$ cat config.mk
export PLATFORM = sky130hd
export DESIGN_NAME = mem_lsu_flat
export DESIGN_NICKNAME = d
export VERILOG_FILES = /design/src/rtl/mem_lsu_if.sv /design/src/rtl/mem_lsu.sv /design/src/flat_wrapper.sv
export SDC_FILE = /design/constraint.sdc
export NUM_CORES = 1
export LEC_CHECK = 0
export ABC_AREA = 1
export BUFFER_PORTS_ARGS = -buffer_cell sky130_fd_sc_hd__buf_2
export CORE_MARGIN = 2
export CORE_UTILIZATION = 40
export DETAILED_ROUTE_END_ITERATION = 6
export PLACE_DENSITY = 0.81
export SLEW_MARGIN = 30
export SYNTH_ARGS = -nofsm -noshare
export SYNTH_HDL_FRONTEND = slang
export SYNTH_SLANG_ARGS = --single-unit
$ cat constraint.sdc
create_clock -name clk -period 2 [get_ports clk]
set_input_delay 0.4 -clock clk [delete_from_list [all_inputs] [get_ports clk]]
set_output_delay 0.4 -clock clk [all_outputs]
set_load 0.01 [all_outputs]
$ cat src/rtl/mem_lsu_if.sv
// Data-bus interface between the MEM-stage load/store unit and memory.
// req is held with stable we/addr/wdata/be until gnt; load data returns later with rvalid.
interface mem_lsu_if;
  logic        req;
  logic        we;
  logic [31:0] addr;
  logic [31:0] wdata;
  logic [3:0]  be;
  logic        gnt;
  logic        rvalid;
  logic [31:0] rdata;

  modport master (
    output req, we, addr, wdata, be,
    input  gnt, rvalid, rdata
  );

  modport slave (
    input  req, we, addr, wdata, be,
    output gnt, rvalid, rdata
  );
endinterface

$ cat src/rtl/mem_lsu.sv
// MEM-stage load/store unit: bus request sequencing, lane steering, load extension,
// pipeline hold while an access is in flight, and a request/wait timeout.
module mem_lsu #(
  parameter int unsigned TIMEOUT_CYCLES = 64
) (
  input  logic        clk,
  input  logic        rst,
  input  logic [31:0] inst_i,
  input  logic [4:0]  rd_addr_i,
  input  logic [31:0] rd_data_i,
  input  logic        rd_wen_i,
  input  logic [31:0] mem_addr_i,
  input  logic [31:0] mem_data_i,
  input  logic        mem_we_i,
  input  logic        mem_re_i,
  mem_lsu_if.master   bus,
  output logic [4:0]  rd_addr_o,
  output logic [31:0] rd_data_o,
  output logic        rd_wen_o,
  output logic        hold_flag_o,
  output logic        misalign_o,
  output logic        bus_err_o,
  output logic [1:0]  dbg_state_o
);

  typedef enum logic [1:0] {
    S_IDLE = 2'd0,
    S_REQ  = 2'd1,
    S_WAIT = 2'd2,
    S_DONE = 2'd3
  } state_e;

  localparam int unsigned CNT_W = (TIMEOUT_CYCLES > 2) ? $clog2(TIMEOUT_CYCLES) : 1;
  localparam logic [CNT_W-1:0] CNT_LAST = CNT_W'(TIMEOUT_CYCLES - 1);

  state_e           state_q, state_d;
  logic [31:0]      addr_q, addr_d;
  logic [31:0]      data_q, data_d;
  logic [2:0]       funct3_q, funct3_d;
  logic [4:0]       rd_addr_q, rd_addr_d;
  logic             we_q, we_d;
  logic [CNT_W-1:0] cnt_q, cnt_d;
  logic [31:0]      rdata_q, rdata_d;
  logic             load_ok_q, load_ok_d;

  logic [2:0]  funct3_in;
  logic        req_in;
  logic        legal_in;
  logic [31:0] lane_wdata;
  logic [3:0]  lane_be;
  logic [31:0] rdata_shift;
  logic [31:0] rdata_fmt;
  logic        timeout;

  logic        bus_req;
  logic        bus_we;
  logic [31:0] bus_addr;
  logic [31:0] bus_wdata;
  logic [3:0]  bus_be;

  logic        unused_inst;
  assign unused_inst = ^{inst_i[31:15], inst_i[11:0]};

  assign funct3_in = inst_i[14:12];
  assign req_in    = mem_we_i | mem_re_i;
  assign timeout   = (cnt_q == CNT_LAST);

  // A request with both enables high is a store, so load-only widths are illegal then.
  always_comb begin
    legal_in = 1'b0;
    case (funct3_in)
      3'b000:  legal_in = 1'b1;
      3'b001:  legal_in = ~mem_addr_i[0];
      3'b010:  legal_in = (mem_addr_i[1:0] == 2'b00);
      3'b100:  legal_in = ~mem_we_i;
      3'b101:  legal_in = ~mem_we_i & ~mem_addr_i[0];
      default: legal_in = 1'b0;
    endcase
  end

  always_comb begin
    lane_wdata = data_q;
    lane_be    = 4'b1111;
    case (funct3_q[1:0])
      2'b00: begin
        lane_wdata = {4{data_q[7:0]}};
        lane_be    = 4'b0001 << addr_q[1:0];
      end
      2'b01: begin
        lane_wdata = {2{data_q[15:0]}};
        lane_be    = 4'b0011 << addr_q[1:0];
      end
      default: begin
        lane_wdata = data_q;
        lane_be    = 4'b1111;
      end
    endcase
  end

  assign rdata_shift = bus.rdata >> {addr_q[1:0], 3'b000};

  always_comb begin
    rdata_fmt = bus.rdata;
    case (funct3_q)
      3'b000:  rdata_fmt = {{24{rdata_shift[7]}}, rdata_shift[7:0]};
      3'b001:  rdata_fmt = {{16{rdata_shift[15]}}, rdata_shift[15:0]};
      3'b100:  rdata_fmt = {24'd0, rdata_shift[7:0]};
      3'b101:  rdata_fmt = {16'd0, rdata_shift[15:0]};
      default: rdata_fmt = bus.rdata;
    endcase
  end

  always_comb begin
    state_d     = state_q;
    addr_d      = addr_q;
    data_d      = data_q;
    funct3_d    = funct3_q;
    rd_addr_d   = rd_addr_q;
    we_d        = we_q;
    cnt_d       = cnt_q;
    rdata_d     = rdata_q;
    load_ok_d   = load_ok_q;
    bus_req     = 1'b0;
    bus_we      = 1'b0;
    bus_addr    = 32'd0;
    bus_wdata   = 32'd0;
    bus_be      = 4'd0;
    rd_addr_o   = 5'd0;
    rd_data_o   = 32'd0;
    rd_wen_o    = 1'b0;
    hold_flag_o = 1'b0;
    misalign_o  = 1'b0;
    bus_err_o   = 1'b0;

    case (state_q)
      S_IDLE: begin
        if (!req_in) begin
          rd_addr_o = rd_addr_i;
          rd_data_o = rd_data_i;
          rd_wen_o  = rd_wen_i;
        end else if (!legal_in) begin
          misalign_o = 1'b1;
        end else begin
          addr_d      = mem_addr_i;
          data_d      = mem_data_i;
          funct3_d    = funct3_in;
          rd_addr_d   = rd_addr_i;
          we_d        = mem_we_i;
          cnt_d       = '0;
          load_ok_d   = 1'b0;
          hold_flag_o = 1'b1;
          state_d     = S_REQ;
        end
      end

      S_REQ: begin
        hold_flag_o = 1'b1;
        cnt_d       = cnt_q + CNT_W'(1);
        if (timeout) begin
          bus_err_o = 1'b1;
          state_d   = S_DONE;
        end else begin
          bus_req   = 1'b1;
          bus_we    = we_q;
          bus_addr  = {addr_q[31:2], 2'b00};
          bus_wdata = lane_wdata;
          bus_be    = lane_be;
          if (bus.gnt) begin
            state_d = we_q ? S_DONE : S_WAIT;
          end
        end
      end

      S_WAIT: begin
        hold_flag_o = 1'b1;
        cnt_d       = cnt_q + CNT_W'(1);
        if (timeout) begin
          bus_err_o = 1'b1;
          state_d   = S_DONE;
        end else if (bus.rvalid) begin
          rdata_d   = rdata_fmt;
          load_ok_d = 1'b1;
          state_d   = S_DONE;
        end
      end

      S_DONE: begin
        // load_ok_q is only set by a captured load, so stores and timeouts never write back.
        rd_addr_o = rd_addr_q;
        rd_data_o = load_ok_q ? rdata_q : 32'd0;
        rd_wen_o  = load_ok_q;
        state_d   = S_IDLE;
      end

      default: state_d = S_IDLE;
    endcase
  end

  always_ff @(posedge clk) begin
    if (rst) begin
      state_q   <= S_IDLE;
      addr_q    <= 32'd0;
      data_q    <= 32'd0;
      funct3_q  <= 3'd0;
      rd_addr_q <= 5'd0;
      we_q      <= 1'b0;
      cnt_q     <= '0;
      rdata_q   <= 32'd0;
      load_ok_q <= 1'b0;
    end else begin
      state_q   <= state_d;
      addr_q    <= addr_d;
      data_q    <= data_d;
      funct3_q  <= funct3_d;
      rd_addr_q <= rd_addr_d;
      we_q      <= we_d;
      cnt_q     <= cnt_d;
      rdata_q   <= rdata_d;
      load_ok_q <= load_ok_d;
    end
  end

  assign bus.req     = bus_req;
  assign bus.we      = bus_we;
  assign bus.addr    = bus_addr;
  assign bus.wdata   = bus_wdata;
  assign bus.be      = bus_be;
  assign dbg_state_o = state_q;

endmodule

$ cat src/flat_wrapper.sv
// flat-port wrapper written by rule: the top's interface ports become plain ports
module mem_lsu_flat 
#(
  parameter int unsigned TIMEOUT_CYCLES = 64
)
  (clk, rst, inst_i, rd_addr_i, rd_data_i, rd_wen_i, mem_addr_i, mem_data_i, mem_we_i, mem_re_i, rd_addr_o, rd_data_o, rd_wen_o, hold_flag_o, misalign_o, bus_err_o, dbg_state_o, bus_req, bus_we, bus_addr, bus_wdata, bus_be, bus_gnt, bus_rvalid, bus_rdata);
  mem_lsu_if bus_i ();
  input  logic clk;
  input  logic rst;
  input  logic [31:0] inst_i;
  input  logic [4:0] rd_addr_i;
  input  logic [31:0] rd_data_i;
  input  logic rd_wen_i;
  input  logic [31:0] mem_addr_i;
  input  logic [31:0] mem_data_i;
  input  logic mem_we_i;
  input  logic mem_re_i;
  output logic [4:0] rd_addr_o;
  output logic [31:0] rd_data_o;
  output logic rd_wen_o;
  output logic hold_flag_o;
  output logic misalign_o;
  output logic bus_err_o;
  output logic [1:0] dbg_state_o;
  output wire logic [$bits(bus_i.req)-1:0] bus_req;
  output wire logic [$bits(bus_i.we)-1:0] bus_we;
  output wire logic [$bits(bus_i.addr)-1:0] bus_addr;
  output wire logic [$bits(bus_i.wdata)-1:0] bus_wdata;
  output wire logic [$bits(bus_i.be)-1:0] bus_be;
  input wire logic [$bits(bus_i.gnt)-1:0] bus_gnt;
  input wire logic [$bits(bus_i.rvalid)-1:0] bus_rvalid;
  input wire logic [$bits(bus_i.rdata)-1:0] bus_rdata;
  assign bus_req = bus_i.req;
  assign bus_we = bus_i.we;
  assign bus_addr = bus_i.addr;
  assign bus_wdata = bus_i.wdata;
  assign bus_be = bus_i.be;
  assign bus_i.gnt = bus_gnt;
  assign bus_i.rvalid = bus_rvalid;
  assign bus_i.rdata = bus_rdata;
  mem_lsu #(.TIMEOUT_CYCLES(TIMEOUT_CYCLES)) u_core (.clk(clk), .rst(rst), .inst_i(inst_i), .rd_addr_i(rd_addr_i), .rd_data_i(rd_data_i), .rd_wen_i(rd_wen_i), .mem_addr_i(mem_addr_i), .mem_data_i(mem_data_i), .mem_we_i(mem_we_i), .mem_re_i(mem_re_i), .bus(bus_i), .rd_addr_o(rd_addr_o), .rd_data_o(rd_data_o), .rd_wen_o(rd_wen_o), .hold_flag_o(hold_flag_o), .misalign_o(misalign_o), .bus_err_o(bus_err_o), .dbg_state_o(dbg_state_o));
endmodule
* Yosys cells after proc, flatten, opt, wreduce, memory -nomap -nowiden
Index checks and enable logic that the tools add are counted.
** Storage, ports and cells
- Flip-flop bits (word level) :: 114
- Input bits :: 172
- Logic and storage cells :: 94
** Operators by class
- Add/sub/neg operators :: 1
- Equal/unequal tests :: 18
- Shifts and indexed selects :: 3
- Mux-type cells :: 45
- Bitwise operators :: 5
- Reduce and logical (&&, ||, !) cells :: 13
** Operators with widths (count)
- $mux 32 :: 6
- $pmux 32 s2 :: 2
- $pmux 32 s4 :: 1
- $shr 32x5->16 :: 1
- $mux 1 :: 17
- $eq 3x3->1 const B :: 4
- $mux 2 :: 6
- $mux 6 :: 2
- $pmux 6 s2 :: 1
- $pmux 5 s2 :: 1
- $reduce_and 3->1 :: 3
- $mux 4 :: 2
- $pmux 2 s4 :: 1
- $pmux 4 s2 :: 1
- $add 6x1->6 const B :: 1
- $eq 3x1->1 const B :: 2
- $eq 6x6->1 const B :: 1
- $logic_not 2->1 :: 3
- $logic_not 3->1 :: 2
- $ne 3x2->1 const B :: 2
- $pmux 1 s2 :: 3
- $mux 5 :: 1
- $pmux 1 s5 :: 1
- $reduce_and 5->1 :: 1
- other kinds (13) :: 20

* Longest topological paths before layout
- Word-level depth :: 6
- Depth in mapped cells :: 11
- Mapped depth without buffers :: 9

* Worst setup path before layout
No wires, ideal clock.
- Path type :: register to output
- Start point :: reg u_core.state_q[0] (netlist: u_core.dbg_state_o[0])
- End point :: out rd_addr_o[0]
- Data arrival time :: 1.556 ns
- Data required time :: 1.600 ns
- Setup slack :: 0.044 ns
- Stages on the path, launching flop included :: 6
- Buffers on the path :: 2
- Path through :: dfxtp_1 inv_1 ha_1 clkbuf_1 clkbuf_1 a21oi_1
** On the way
- Longest elaborated chain between the ends :: 2
- Elaborated cells on any way between the ends :: 3
- Those cells by class :: 1 x eq/ne; 1 x mux; 1 x reduce/logical
** Ends and longest elaborated chain
- start, declared :: RTL line mem_lsu.sv:36 : state_e state_q, state_d;
- start signal, assigned :: RTL line mem_lsu.sv:211 : state_q <= state_d;
- $eq 2x2->1 / $logic_not 2->1 (equally long branches) :: RTL line mem_lsu.sv:135 : case (state_q)
- $pmux 5 s2 (*) :: RTL line mem_lsu.sv:135
- end, declared :: RTL line flat_wrapper.sv:18 : output logic [4:0] rd_addr_o;
Every way passes the cells marked *; elsewhere a longest branch is shown, timed or not.

* Worst setup path after layout
- Start point :: reg u_core.state_q[0] (netlist: u_core.dbg_state_o[0])
- End point :: out rd_data_o[21]
** On the way
- Longest elaborated chain between the ends :: 2
- Elaborated cells on any way between the ends :: 3
- Those cells by class :: 1 x eq/ne; 1 x mux; 1 x reduce/logical
** Ends and longest elaborated chain
- $eq 2x2->1 / $logic_not 2->1 (equally long branches) :: RTL line mem_lsu.sv:135
- $pmux 32 s2 (*) :: RTL line mem_lsu.sv:135
- end, declared :: RTL line flat_wrapper.sv:19 : output logic [31:0] rd_data_o;
Marks and branches as above.

==> summary.txt <==
Hold WC Path Type: in -> reg
RR Endpoint: u_core.dbg_state_o[0]
RSZ-0062 raised after global routing: yes
die span in y: 129 microns
CP endpoint kind: primary output
Slew Viols, Final: 0
Pleak: 4.35 nW
Syn Std Cell Area: 6210 sq um
sequential area share after synthesis: 0.367
H-tree depth: 4
Yosys reg bits: 114
Finished Layout Cells: 1,443
Layout area overhead: 54.8%
routability congestion estimate: 0.918
Post-synth EDFFs: 0
Core Util, Final: 0.632
VDD IR max: 602 uV
setup slack after layout: -387 ps
reg2reg setup slack: 10 ps
vias per inst: 5.46
FF/Latch Area: 2290 sq um
DRC violations left: 0
met2 WL: 12,300 microns
combinational share of power: 0.448
die area: 16,500 sq um
core area: 15,200 sq um
initial antenna violation count: 2
GRT overflow: 0
die span in x: 129 microns
total CTS buffers: 17
Net Sw Frac: 0.387
Total Wirelength: 25,500 microns
crit path from: u_core.dbg_state_o[0]
top_reg_cell synth: dfxtp_1
TritonRoute pass-1 iters: 6
Worst setup endpoint: rd_data_o[21]
worst slack at placement: -42.3 ps
GRT Total Usage: 0.286
multi-input logic area: 3800 sq um
Max Cap Viol: 0
vias: 7,878
I/O pin count: 285
Filler cells: 1,273
Nets: 1,419
Synth Warn #: 0
critical path data required time: 1600 ps
FF-to-FF path depth: 12
Placed Cells: 1,369
WL met3: 2550 microns
Setup Skew: 16.8 ps
Root Driver: clkbuf_16
Initial Util: 0.409
net switching power: 0.00413 W
PortBufs: 253
Final Cycle Share: 1.19
Int Power: 0.00652 W
hold buffers post-CTS: 0
num rows: 45
Worst Path Max Fanout: 5
final setup vio count: 108
vias in the first global route: 7,136
Final Hold Fails: 0
Routed met1 length: 9380 microns
Synth Area per Inst: 6.52 sq um
Post-synth ARST share: 0
diodes inserted: 0
TritonCTS clock tree: yes
HPWL after detailed placement: 15,000 microns
status: finished, violations left
failing checks: setup timing
crit start category: flip-flop
Worst R2R Start: u_core.dbg_state_o[0]
commonest non-fill, non-tap cell in the layout: buf_2
share of layout cells above drive strength 1: 0.424
clock buffer depth: 2
Antenna Nets Post-Route: 0
first-pass GRT wire length: 36,400 microns
Setup CP Type: reg -> out
Synth cell types: 37
minimum clock period: 2390 ps
WL/cell: 17.7 microns
PwrDens: 1110 nW/um^2
Clock Pin Slew Worst Setup and Hold Paths: 60 ps
worst-skew pair later-pin latency: 420 ps
Max Freq: 0.419 GHz
DR iter-0 viols: 715
most frequent cells in the layout: buf_2, nand2_1, a21oi_1
pin count of the biggest net entering global routing: 50
Sequential Power Share: 0.272
Clock Power Share: 0.280
Cells after Synth: 953
Sink Count: 114
highest routed layer: met5
crit path DAT: 1990 ps
synthesized netlist by cell type (7+ instances only):
cell type / count / area [sq um]
nand2_1: 223 / 837
a21oi_1: 158 / 791
dfxtp_1: 114 / 2280
o21ai_0: 91 / 455
nor2_1: 89 / 334
inv_1: 77 / 289
nand3_1: 52 / 260
clkbuf_1: 38 / 143
buf_2: 21 / 105
o21ai_1: 10 / 50.1
a21oi_2: 9 / 78.8
or2_2: 8 / 50.1
o22ai_1: 7 / 43.8
power groups by stage:
stage	clock network, W	logic [W]	registers, W
after floorplan	0	0.00215	0.00284
after global placement	0	0.00326	0.00289
after detailed placement	0	0.00332	0.00291
after CTS	0.00301	0.00426	0.00287
after global routing	0.00313	0.00509	0.00293
final	0.00298	0.00477	0.00290
per-layer routing:
layer  GRT usage  up-vias
met5           0        -
met4       0.183        4
met3      0.0873       99
met2       0.476      503
met1       0.321     3589
li1            -     3683
critical path: stages (launching register included):
cell	delay (ps)
dfxtp_4	360
buf_12	130
clkinv_8	40
ha_4	140
nand2_4	80
inv_8	100
buf_6	120
buf_12	120
buf_16	120
nand2_2	50
a21oi_1	150
buf_2	160
flip-flops by register name, indices dropped and copies added, names as in the netlist:
name,count
u_core.load_ok_q,1
u_core.funct3_q,3
u_core.we_q,1
u_core.cnt_q,6
u_core.dbg_state_o,2
u_core.rdata_q,32
u_core.rd_addr_q,5
u_core.data_q,32
u_core.addr_q,32
logic make-up after synthesis:
| kind of cell | Yosys count | share of synthesized area |
|---|---|---|
| other cells | 1 | 0.000604 |
| xor+xnor | 1 | 0.00141 |
| fa+ha+maj | 5 | 0.0101 |
| mux | 1 | 0.00161 |
| flops | 114 | 0.367 |
| simple gates | 399 | 0.277 |
| buf+inv | 152 | 0.106 |
| compound gates | 280 | 0.236 |
how the worst min path moves through the flow:
| stage | start | to | depth (start not counted) |
|---|---|---|---|
| final | mem_data_i[21] | u_core.data_q[21] | 3 |
| after global routing | mem_data_i[20] | u_core.data_q[20] | 3 |
| after CTS | mem_data_i[30] | u_core.data_q[30] | 3 |
| after detailed placement | u_core.addr_q[15] | u_core.addr_q[15] | 2 |
| after global placement | u_core.addr_q[31] | u_core.addr_q[31] | 2 |
| after floorplan | u_core.addr_q[10] | u_core.addr_q[10] | 2 |
through the flow:
stage | total power [W] | instance area (sq um) | setup TNS, ps | hold WS, ps
2_1_floorplan | 0.00499 | 6210 | 0 | 430
3_3_place_gp | 0.00614 | 7800 | 0 | 441
3_5_place_dp | 0.00622 | 7800 | -172 | 443
4_1_cts | 0.0101 | 9300 | -31730 | 215
5_1_grt | 0.0111 | 9610 | -37700 | 223
6_report | 0.0106 | 9610 | -30360 | 222
what timing repair did:
action,in CTS,in global routing
cloned,13,0
setup buffers,28,11
pin swaps,15,24
endpoints found under the setup margin,108,112
resized for setup,97,115
final cells by class:
type                       instances  area share
clock inverter                     9      0.0109
tap                              188      0.0245
sequential                       114       0.238
clock buffer                      23      0.0497
timing repair buffer             338       0.246
inverter                          83      0.0359
multi-input combinational        688       0.395
No activity file was read; power rests on OpenSTA's default activity.
